File: config.mk
export PLATFORM = sky130hd
export DESIGN_NAME = mem_scan_ctrl
export DESIGN_NICKNAME = d
export VERILOG_FILES = /design/src/rtl/mem_scan_ctrl.sv
export SDC_FILE = /design/constraint.sdc
export NUM_CORES = 1
export LEC_CHECK = 0
export ABC_AREA = 1
export BUFFER_PORTS_ARGS = -buffer_cell sky130_fd_sc_hd__buf_2
export CAP_MARGIN = 10
export CORE_UTILIZATION = 40
export DETAILED_ROUTE_END_ITERATION = 10
export GPL_ROUTABILITY_DRIVEN = 0
export SYNTH_ARGS = -nofsm -noshare
export SYNTH_HDL_FRONTEND = slang
export SYNTH_SLANG_ARGS = --single-unit
export TNS_END_PERCENT = 1
File: constraint.sdc
create_clock -name clk -period 5.25 [get_ports clk]
set_input_delay 0.525 -clock clk [delete_from_list [all_inputs] [get_ports clk]]
set_output_delay 0.525 -clock clk [all_outputs]
set_load 0.05 [all_outputs]
File: src/rtl/mem_scan_ctrl.sv
// mem_scan_ctrl: dual-port display memory with an autonomous read-address scanner.
// Ports: clk/rst_n; wr_en/wr_addr/wr_data write port; mode/step/clr_req control;
// scan_addr/rd_data/rd_valid read side; busy/wr_drop clear-sweep status.
module mem_scan_ctrl #(
  parameter int DATA_W   = 8,
  parameter int ADDR_W   = 4,
  parameter int TICK_DIV = 50000000
) (
  input  logic              clk,
  input  logic              rst_n,
  input  logic              wr_en,
  input  logic [ADDR_W-1:0] wr_addr,
  input  logic [DATA_W-1:0] wr_data,
  input  logic [1:0]        mode,
  input  logic              step,
  input  logic              clr_req,
  output logic [ADDR_W-1:0] scan_addr,
  output logic [DATA_W-1:0] rd_data,
  output logic              rd_valid,
  output logic              busy,
  output logic              wr_drop
);

  localparam int DEPTH = 2 ** ADDR_W;
  localparam int DIV_W = $clog2(TICK_DIV);

  typedef enum logic {
    IDLE,
    CLEAR
  } state_e;

  state_e              state_q, state_d;
  logic [DIV_W-1:0]    div_q, div_d;
  logic [ADDR_W-1:0]   scan_q, scan_d;
  logic [ADDR_W-1:0]   ptr_q, ptr_d;
  logic                step_q;
  logic                chg_q;
  logic                valid_q;
  logic                drop_q, drop_d;
  logic [DATA_W-1:0]   rd_q, rd_d;
  logic                tick;
  logic                we;
  logic [ADDR_W-1:0]   waddr;
  logic [DATA_W-1:0]   wdata;

  logic [DATA_W-1:0]   mem_q [DEPTH];

  always_comb begin
    state_d = state_q;
    ptr_d   = ptr_q;
    div_d   = '0;
    scan_d  = scan_q;
    drop_d  = 1'b0;
    tick    = 1'b0;
    we      = 1'b0;
    waddr   = wr_addr;
    wdata   = wr_data;
    unique case (state_q)
      IDLE: begin
        if (!mode[1]) begin
          tick  = (div_q == DIV_W'(TICK_DIV - 1));
          div_d = tick ? '0 : div_q + 1'b1;
        end
        unique case (1'b1)
          (mode == 2'b00): if (tick) scan_d = scan_q + 1'b1;
          (mode == 2'b01): if (tick) scan_d = scan_q - 1'b1;
          (mode == 2'b10): if (step && !step_q) scan_d = scan_q + 1'b1;
          default: ;
        endcase
        // clear request wins over a same-cycle write
        if (clr_req) begin
          state_d = CLEAR;
          ptr_d   = '0;
          drop_d  = wr_en;
        end else begin
          we = wr_en;
        end
      end
      CLEAR: begin
        we     = 1'b1;
        waddr  = ptr_q;
        wdata  = '0;
        drop_d = wr_en;
        ptr_d  = ptr_q + 1'b1;
        if (ptr_q == ADDR_W'(DEPTH - 1)) state_d = IDLE;
      end
      default: state_d = IDLE;
    endcase
  end

  // write-through: a write to the word being read wins
  always_comb begin
    rd_d = mem_q[scan_q];
    if (we && (waddr == scan_q)) rd_d = wdata;
  end

  always_ff @(posedge clk) begin
    if (we) mem_q[waddr] <= wdata;
  end

  always_ff @(posedge clk or negedge rst_n) begin
    if (!rst_n) begin
      state_q <= IDLE;
      div_q   <= '0;
      scan_q  <= '0;
      ptr_q   <= '0;
      step_q  <= 1'b0;
      chg_q   <= 1'b0;
      valid_q <= 1'b0;
      drop_q  <= 1'b0;
      rd_q    <= '0;
    end else begin
      state_q <= state_d;
      div_q   <= div_d;
      scan_q  <= scan_d;
      ptr_q   <= ptr_d;
      step_q  <= step;
      chg_q   <= (scan_d != scan_q);
      // rd_data for a new address lands one cycle after the move
      valid_q <= chg_q;
      drop_q  <= drop_d;
      rd_q    <= rd_d;
    end
  end

  assign scan_addr = scan_q;
  assign rd_data   = rd_q;
  assign rd_valid  = valid_q;
  assign busy      = (state_q == CLEAR);
  assign wr_drop   = drop_q;

endmodule

==> results of run 1 <==
cell type report:
class / instances / area share, %
clock buffers: 17 / 4.720
clock inverters: 15 / 1.666
flip-flops and latches: 175 / 55.71
inverters: 83 / 3.512
multi-input cells: 507 / 28.29
repair buffers: 40 / 2.416
well taps: 265 / 3.679
flip-flops by register name (all words and copies together), names as in the netlist:
signal	flops
mem_q	128
div_q	26
rd_data	8
ptr_q	4
scan_addr	4
busy	1
chg_q	1
rd_valid	1
step_q	1
wr_drop	1
cells in the mapped netlist, types with 2 or more instances:
cell type and number:
buf_6 2, and2_4 2, a31oi_1 5, edfxtp_1 128
inv_2 6, a21oi_1 16, buf_4 2, o2111ai_1 4
nand2_1 127, buf_2 11, ha_1 4, inv_4 2
o21ai_2 4, nor3_2 4, o21a_1 2, xnor2_1 4
nand3_1 42, xor2_1 8, o22ai_1 7, nand2_2 2
nor2_2 4, inv_1 74, dfrtp_1 47, a211oi_1 2
o21ai_1 6, clkbuf_1 14, nor3_1 10, a21oi_4 3
nor2_1 139, nor2_4 2, o221ai_1 2, nor4_1 2
o21ai_0 59, o211ai_1 26, nand4_1 15
power groups by stage:
stage	logic, mW	clock network (mW)	registers [mW]
floorplan	1.29	0	2.23
global placement	2.00	0	2.11
detailed placement	2.02	0	2.12
CTS	2.03	1.24	2.09
global route	2.22	1.29	2.12
finish	2.03	1.22	2.08
cell usage in the layout, fill, tap and decap left out, types with 4 or more instances in the layout:
master     synthesis  final
nand2_1          127    127
a21oi_1           16     16
o21ai_1            6      6
ha_1               4      4
nor3_1            10     10
clkbuf_16          0     17
nand4_1           15     15
nor3_2             4      4
nor2_2             4      7
dfrtp_1           47     46
nor2_1           139    136
o21ai_2            4      4
nand3_1           42     42
o2111ai_1          4      4
edfxtp_1         128    128
buf_4              2      7
o22ai_1            7      7
o211ai_1          26     26
buf_2             11     33
xnor2_1            4      4
inv_1             74     74
inv_2              6      6
a31oi_1            5      5
o21ai_0           59     59
xor2_1             8      8
through the flow:
| step | instance area, µm² | utilization (%) | setup WS [ps] | instances | total power [mW] |
|---|---|---|---|---|---|
| global placement | 8437 | 43.07 | 2381 | 1070 | 4.109 |
| floorplan | 8024 | - | 2961 | 794 | 3.517 |
| detailed placement | 8437 | 43.07 | 2318 | 1070 | 4.140 |
| CTS | 9012 | 46.01 | 2312 | 1102 | 5.363 |
| global route | 9012 | 46.01 | 2061 | 1102 | 5.626 |
| finish | 9012 | 46.01 | 2297 | 1102 | 5.336 |
how the worst max path moves through the flow:
stage                              to  slack [ps]  depth (start not counted)
after floorplan           mem_q[5][0]        2960                          6
after global placement    mem_q[2][3]        2380                          5
after detailed placement  mem_q[0][1]        2320                          4
after CTS                 mem_q[0][2]        2310                          4
after global routing      mem_q[2][0]        2060                          5
final                     mem_q[2][4]        2300                          4
routing by layer:
metal / global-route usage (%) / part of all wire [%]
met3: 4.199 / 6.1
met5: 0 / 0
met2: 34.06 / 47
met4: 7.391 / 2.2
met1: 28.46 / 44
worst reg2reg max path: stages, from the launching register on:
cell,delay (ps)
dfrtp_1,860
inv_1,390
a21oi_4,290
nand2_1,160
nor3_1,880
cell families after synthesis:
logic type,after synthesis
adders and majority gates,4
and+or+nand+nor,354
buffers and inverters,112
DFF,175
AOI/OAI and AO/OA,137
xor gates and xnor gates,12
==> impl_metrics.csv, run 1 <==
group,metric,value,unit
run_status,status,"complete, no violations",
critical_path,path_class,"reg2reg",
detailed_routing,firstDrtPassIters,5,
floorplanning,core_area,0.01959,mm²
synth,synth_enable_flop_cells,128,
detailed_routing,wirelength,20370,µm
run,cap_violations,0,
sta,min_period,2953,ps
cts,root_buffer,"clkbuf_16",
floorplanning,io-pin-count,34,
critical_path,rrSetupSlack,2300,ps
placement,port-buffer-count,33,
critical_path,crit_buf_inv,1,
critical_path,reg2reg_to,"mem_q[2][4]",
detailed_routing,initialDrtViolationCount,389,
detailed_routing,drc_errors,0,
synth,synth_simple_gate_area_share,19.13,%
synth,synth_top_family_by_area,"simple AND/OR/NAND/NOR gates",
cells_and_area,seq_area,0.005021,mm²
detailed_routing,ant_nets,0,
cts,clkSlewWorstSetupHoldPaths,70,ps
power_and_ir_drop,switchingPower,2.268,mW
cts,cts-buffers-inserted,17,
critical_path,slowest_delay,880,ps
sta,clock.fmax,338.7,MHz
floorplanning,die_x,143.6,µm
synth,syn-num-nets,817,
detailed_routing,viasPerCell,5.211,
synth,synth_area_leader_cell,"edfxtp_1",
power_and_ir_drop,p_seq_share,39.1,%
synth,synth_top_area_share,47.90,%
power_and_ir_drop,internal_power,3.069,mW
placement,hpwl,13230,µm
cells_and_area,drive_gt1_share,12.78,%
critical_path,crit_start,"busy",
detailed_routing,wl_per_cell,18.48,µm
floorplanning,die-area,0.02063,mm²
sta,tns,0,ps
critical_path,worstPathArrival,3020,ps
floorplanning,core.rowCount,51,
sta,timing.final.crit_share,56.24,%
synth,syn_avg_cell_area,10.11,µm²
synth,synth_xor_area_share,1.310,%
synth,netlist_instances,794,
cells_and_area,syn2layout_area_growth,12.32,%
cts,cts_hold_buf,0,
synth,synth_fa_ha_area_share,0.6237,%
sta,worstMarginPinSlew,1133,ps
sta,slew_headroom,24.41,%
critical_path,crit_chain,"inv_1, a21oi_4, nand2_1, nor3_1",
synth,yosysWarnings,0,
power_and_ir_drop,powerDensity,592.1,mW/mm²
power_and_ir_drop,power_frac_clock,22.9,%
critical_path,cp_max_fo,21,
cts,cts_tree,"done",
sta,whs,191.4,ps
sta,finalHoldViolations,0,
cells_and_area,antennaDiodeCount,0,
synth,synthFlopType,"edfxtp_1",
synth,post_synth_num_cell_types,42,
synth,ys_seq_elements,175,
global_routing,grtUsageTotal,21.17,%
synth,synth_compound_area_share,10.62,%
power_and_ir_drop,p_leak,3.452,nW
cts,clockBufferDepth,2,
global_routing,grt_pass1_wl,31410,µm
global_routing,grt_max_degree,82,
critical_path,cp-end-kind,"flip-flop",
critical_path,r2r-start,"busy",
critical_path,reg2reg_depth,4,
cts,clock-sinks,175,
min_path,worstHoldPathType,"in2async",
floorplanning,initial_utilization,40.96,%
power_and_ir_drop,ir_drop,272.2,µV
synth,synthArstFlopShare,26.86,%
power_and_ir_drop,comb_power_share,38.1,%
floorplanning,dieHeight,143.6,µm
cells_and_area,n_fill_cell,1899,
synth,synth_area_leaders,"edfxtp_1 (48%), dfrtp_1 (15%), nor2_1 (6.5%)",
detailed_routing,via_count,5743,
cts,cts_resized,0,
global_routing,grt_pass1_vias,5553,
sta,setup_violations,0,
cts,htree_levels,4,
critical_path,critPathLaunchType,"flip-flop",
synth,synth_mux_area_share,0,%
sta,rsz0062_at_grt,"false",
critical_path,crit_family,"simple AND/OR/NAND/NOR gates",
synth,syn_area,0.008024,mm²
sta,fin_worst_skew,22.25,ps
global_routing,antenna_found_initial,0,
cells_and_area,multi_input_area,0.002550,mm²
critical_path,crit_required,5310,ps
synth,yosysSeqAreaShare,62.56,%
critical_path,slowest_stage,"nor3_1",
power_and_ir_drop,swShare,42.49,%
cts,clock_latency,440,ps
cts,postCtsSetupBuffers,0,
global_routing,overflow,0,
sta,drv_slew,0,
cells_and_area,finalNetCount,847,
Note: power is estimated with default switching activity, not from simulation.
==> run 2, diff against run 1 <==
==> constraint.sdc (replaced) <==
create_clock -name clk -period 2.5 [get_ports clk]
set_input_delay 0.25 -clock clk [delete_from_list [all_inputs] [get_ports clk]]
set_output_delay 0.25 -clock clk [all_outputs]
set_load 0.05 [all_outputs]
==> run 2 against run 1 <==
Register-to-register slack got worse by 2100 ps. Clock power increased by 120%. Highest routed layer unchanged. Final area increased by 1.8%.
==> impl_metrics.csv, run 2 (synthesized netlist as in run 1, its figures left out) <==
group,metric,value,unit
floorplanning,initial_utilization,40.96,%
global_routing,grt_max_degree,82,
global_routing,antenna_found_initial,0,
cells_and_area,drive_gt1_share,14.04,%
detailed_routing,highest_layer,"met4",
global_routing,grt_pass1_vias,5811,
cells_and_area,largest_register,"mem_q",
floorplanning,core.rowCount,51,
detailed_routing,wirelength,21370,µm
floorplanning,die_x,143.6,µm
detailed_routing,wl_met2,10480,µm
sta,fin_worst_skew,15.99,ps
critical_path,worstPathArrival,2370,ps
sta,whs,37.90,ps
sta,finalHoldViolations,0,
cells_and_area,antennaDiodeCount,0,
cts,htree_levels,4,
floorplanning,io-pin-count,34,
sta,min_period,2297,ps
cts,clock-sinks,175,
critical_path,reg2reg_to,"mem_q[7][2]",
critical_path,path_class,"reg2reg",
cts,root_buffer,"clkbuf_16",
detailed_routing,drc_errors,0,
critical_path,crit_chain,"buf_4, nand2_1, o21ai_2, or2_2, nor2_1",
run_status,status,"complete, no violations",
sta,tns,0,ps
detailed_routing,viasPerCell,5.331,
sta,rsz0062_at_grt,"false",
critical_path,slowest_stage,"nor2_1",
sta,drv_slew,0,
min_path,hold_end,"wr_drop",
run,cap_violations,0,
cts,cts-buffers-inserted,17,
detailed_routing,ant_nets,0,
sta,clock.fmax,435.4,MHz
cells_and_area,final_common_cell,"nor2_1",
critical_path,critPathLaunchType,"flip-flop",
min_path,worstHoldPathType,"in2reg",
min_path,hold_depth,3,
cells_and_area,fin_util,46.84,%
floorplanning,dieHeight,143.6,µm
cts,postCtsSetupBuffers,0,
cells_and_area,seq_area,0.005021,mm²
power_and_ir_drop,ir_drop,602.5,µV
placement,postPlaceCellArea,0.008574,mm²
sta,setup_violations,0,
min_path,hp-start,"wr_en",
floorplanning,core_area,0.01959,mm²
sta,worstMarginPinSlew,754.5,ps
cells_and_area,n_fill_cell,1839,
sta,slew_headroom,49.52,%
detailed_routing,route.met3.wl,1199,µm
detailed_routing,firstDrtPassIters,5,
cells_and_area,multi_input_area,0.002542,mm²
critical_path,rrSetupSlack,200,ps
critical_path,r2r-start,"busy",
cells_and_area,syn2layout_area_growth,14.35,%
floorplanning,die-area,0.02063,mm²
cts,clkSlewWorstSetupHoldPaths,70,ps
detailed_routing,met1_length,9422,µm
detailed_routing,wl_per_cell,19.08,µm
sta,setup_slack,203.0,ps
cts,cts_tree,"done",
placement,place_ws,251.4,ps
cts,clock_latency,440,ps
power_and_ir_drop,powerDensity,1255,mW/mm²
global_routing,grtUsageTotal,22.25,%
cells_and_area,final_cell_mix,"nor2_1 (139), edfxtp_1 (128), nand2_1 (127), inv_1 (74), o21ai_0 (59)",
cts,clockBufferDepth,2,
placement,port-buffer-count,33,
critical_path,crit_required,2570,ps
global_routing,grt_pass1_wl,33010,µm
cells_and_area,largest_reg_flops,128,
critical_path,cp-end-kind,"flip-flop",
detailed_routing,via_count,5971,
cells_and_area,design_area,0.009175,mm²
detailed_routing,initialDrtViolationCount,470,
cells_and_area,finalNetCount,865,
power_and_ir_drop,p_leak,3.554,nW
critical_path,cp_max_fo,10,
critical_path,slowest_delay,610,ps
sta,timing.final.crit_share,91.88,%
global_routing,overflow,0,
critical_path,reg2reg_depth,5,
placement,hpwl,14380,µm
[run 2: cell types whose count changed in the layout (fill, tap and decap cells not counted)]
cell           before  now
clkinv_2            0    2
bufinv_16           0    1
clkinvlp_4          1    2
clkinv_4            3    0
nor2_1            136  139
buf_12              0    2
dlygate4sd3_1       0    2
nor2_2              7    4
clkinv_8            3    2
buf_4               7   21
[run 2: worst max-delay path by stage]
stage	endpoint	startpoint	cells past startpoint	slack (ps)
floorplan	mem_q[5][0]	busy	6	210
global placement	mem_q[15][7]	busy	5	300
detailed placement	mem_q[7][4]	busy	5	250
CTS	mem_q[7][7]	busy	5	240
global route	mem_q[7][7]	busy	5	90
finish	mem_q[7][2]	busy	5	200
[run 2: worst max-delay path: cells and delay by family (launching register included)]
kind                   cells  cell delay, ps
AOI/OAI and AO/OA          1             100
buffers and inverters      1             230
DFF                        1             520
and+or+nand+nor            3            1080
[run 2: layout make-up]
cell class	count	area share, %
flip-flops and latches	175	54.73
multi-input cells	507	27.71
clock buffers	17	4.637
repair buffers	58	4.173
well taps	265	3.614
inverters	83	3.450
clock inverters	15	1.691
[run 2: repair_timing]
item                                   4_1_cts  5_1_grt
endpoints found under the hold margin       48        0
hold buffers                                 2        0
gates resized for setup                      0        0
[run 2: layer usage]
layer | GRT usage (%) | vias to the layer above
li1 | - | 2815
met4 | 6.439 | 0
met2 | 37.35 | 194
met1 | 29.25 | 2940
met3 | 4.199 | 22
met5 | 0 | -
[run 2: stage by stage]
stage / std cells / total power, mW
CTS: 1120 / 11.50
global placement: 1086 / 8.858
global route: 1120 / 12.11
detailed placement: 1086 / 8.854
finish: 1120 / 11.52
floorplan: 794 / 7.385
[run 2: where the power goes]
group / switching, mW / internal [mW] / leakage (nW)
registers: 0.336 / 4.08 / 1.80
clock network: 1.24 / 1.41 / 0.280
logic: 3.26 / 1.20 / 1.47
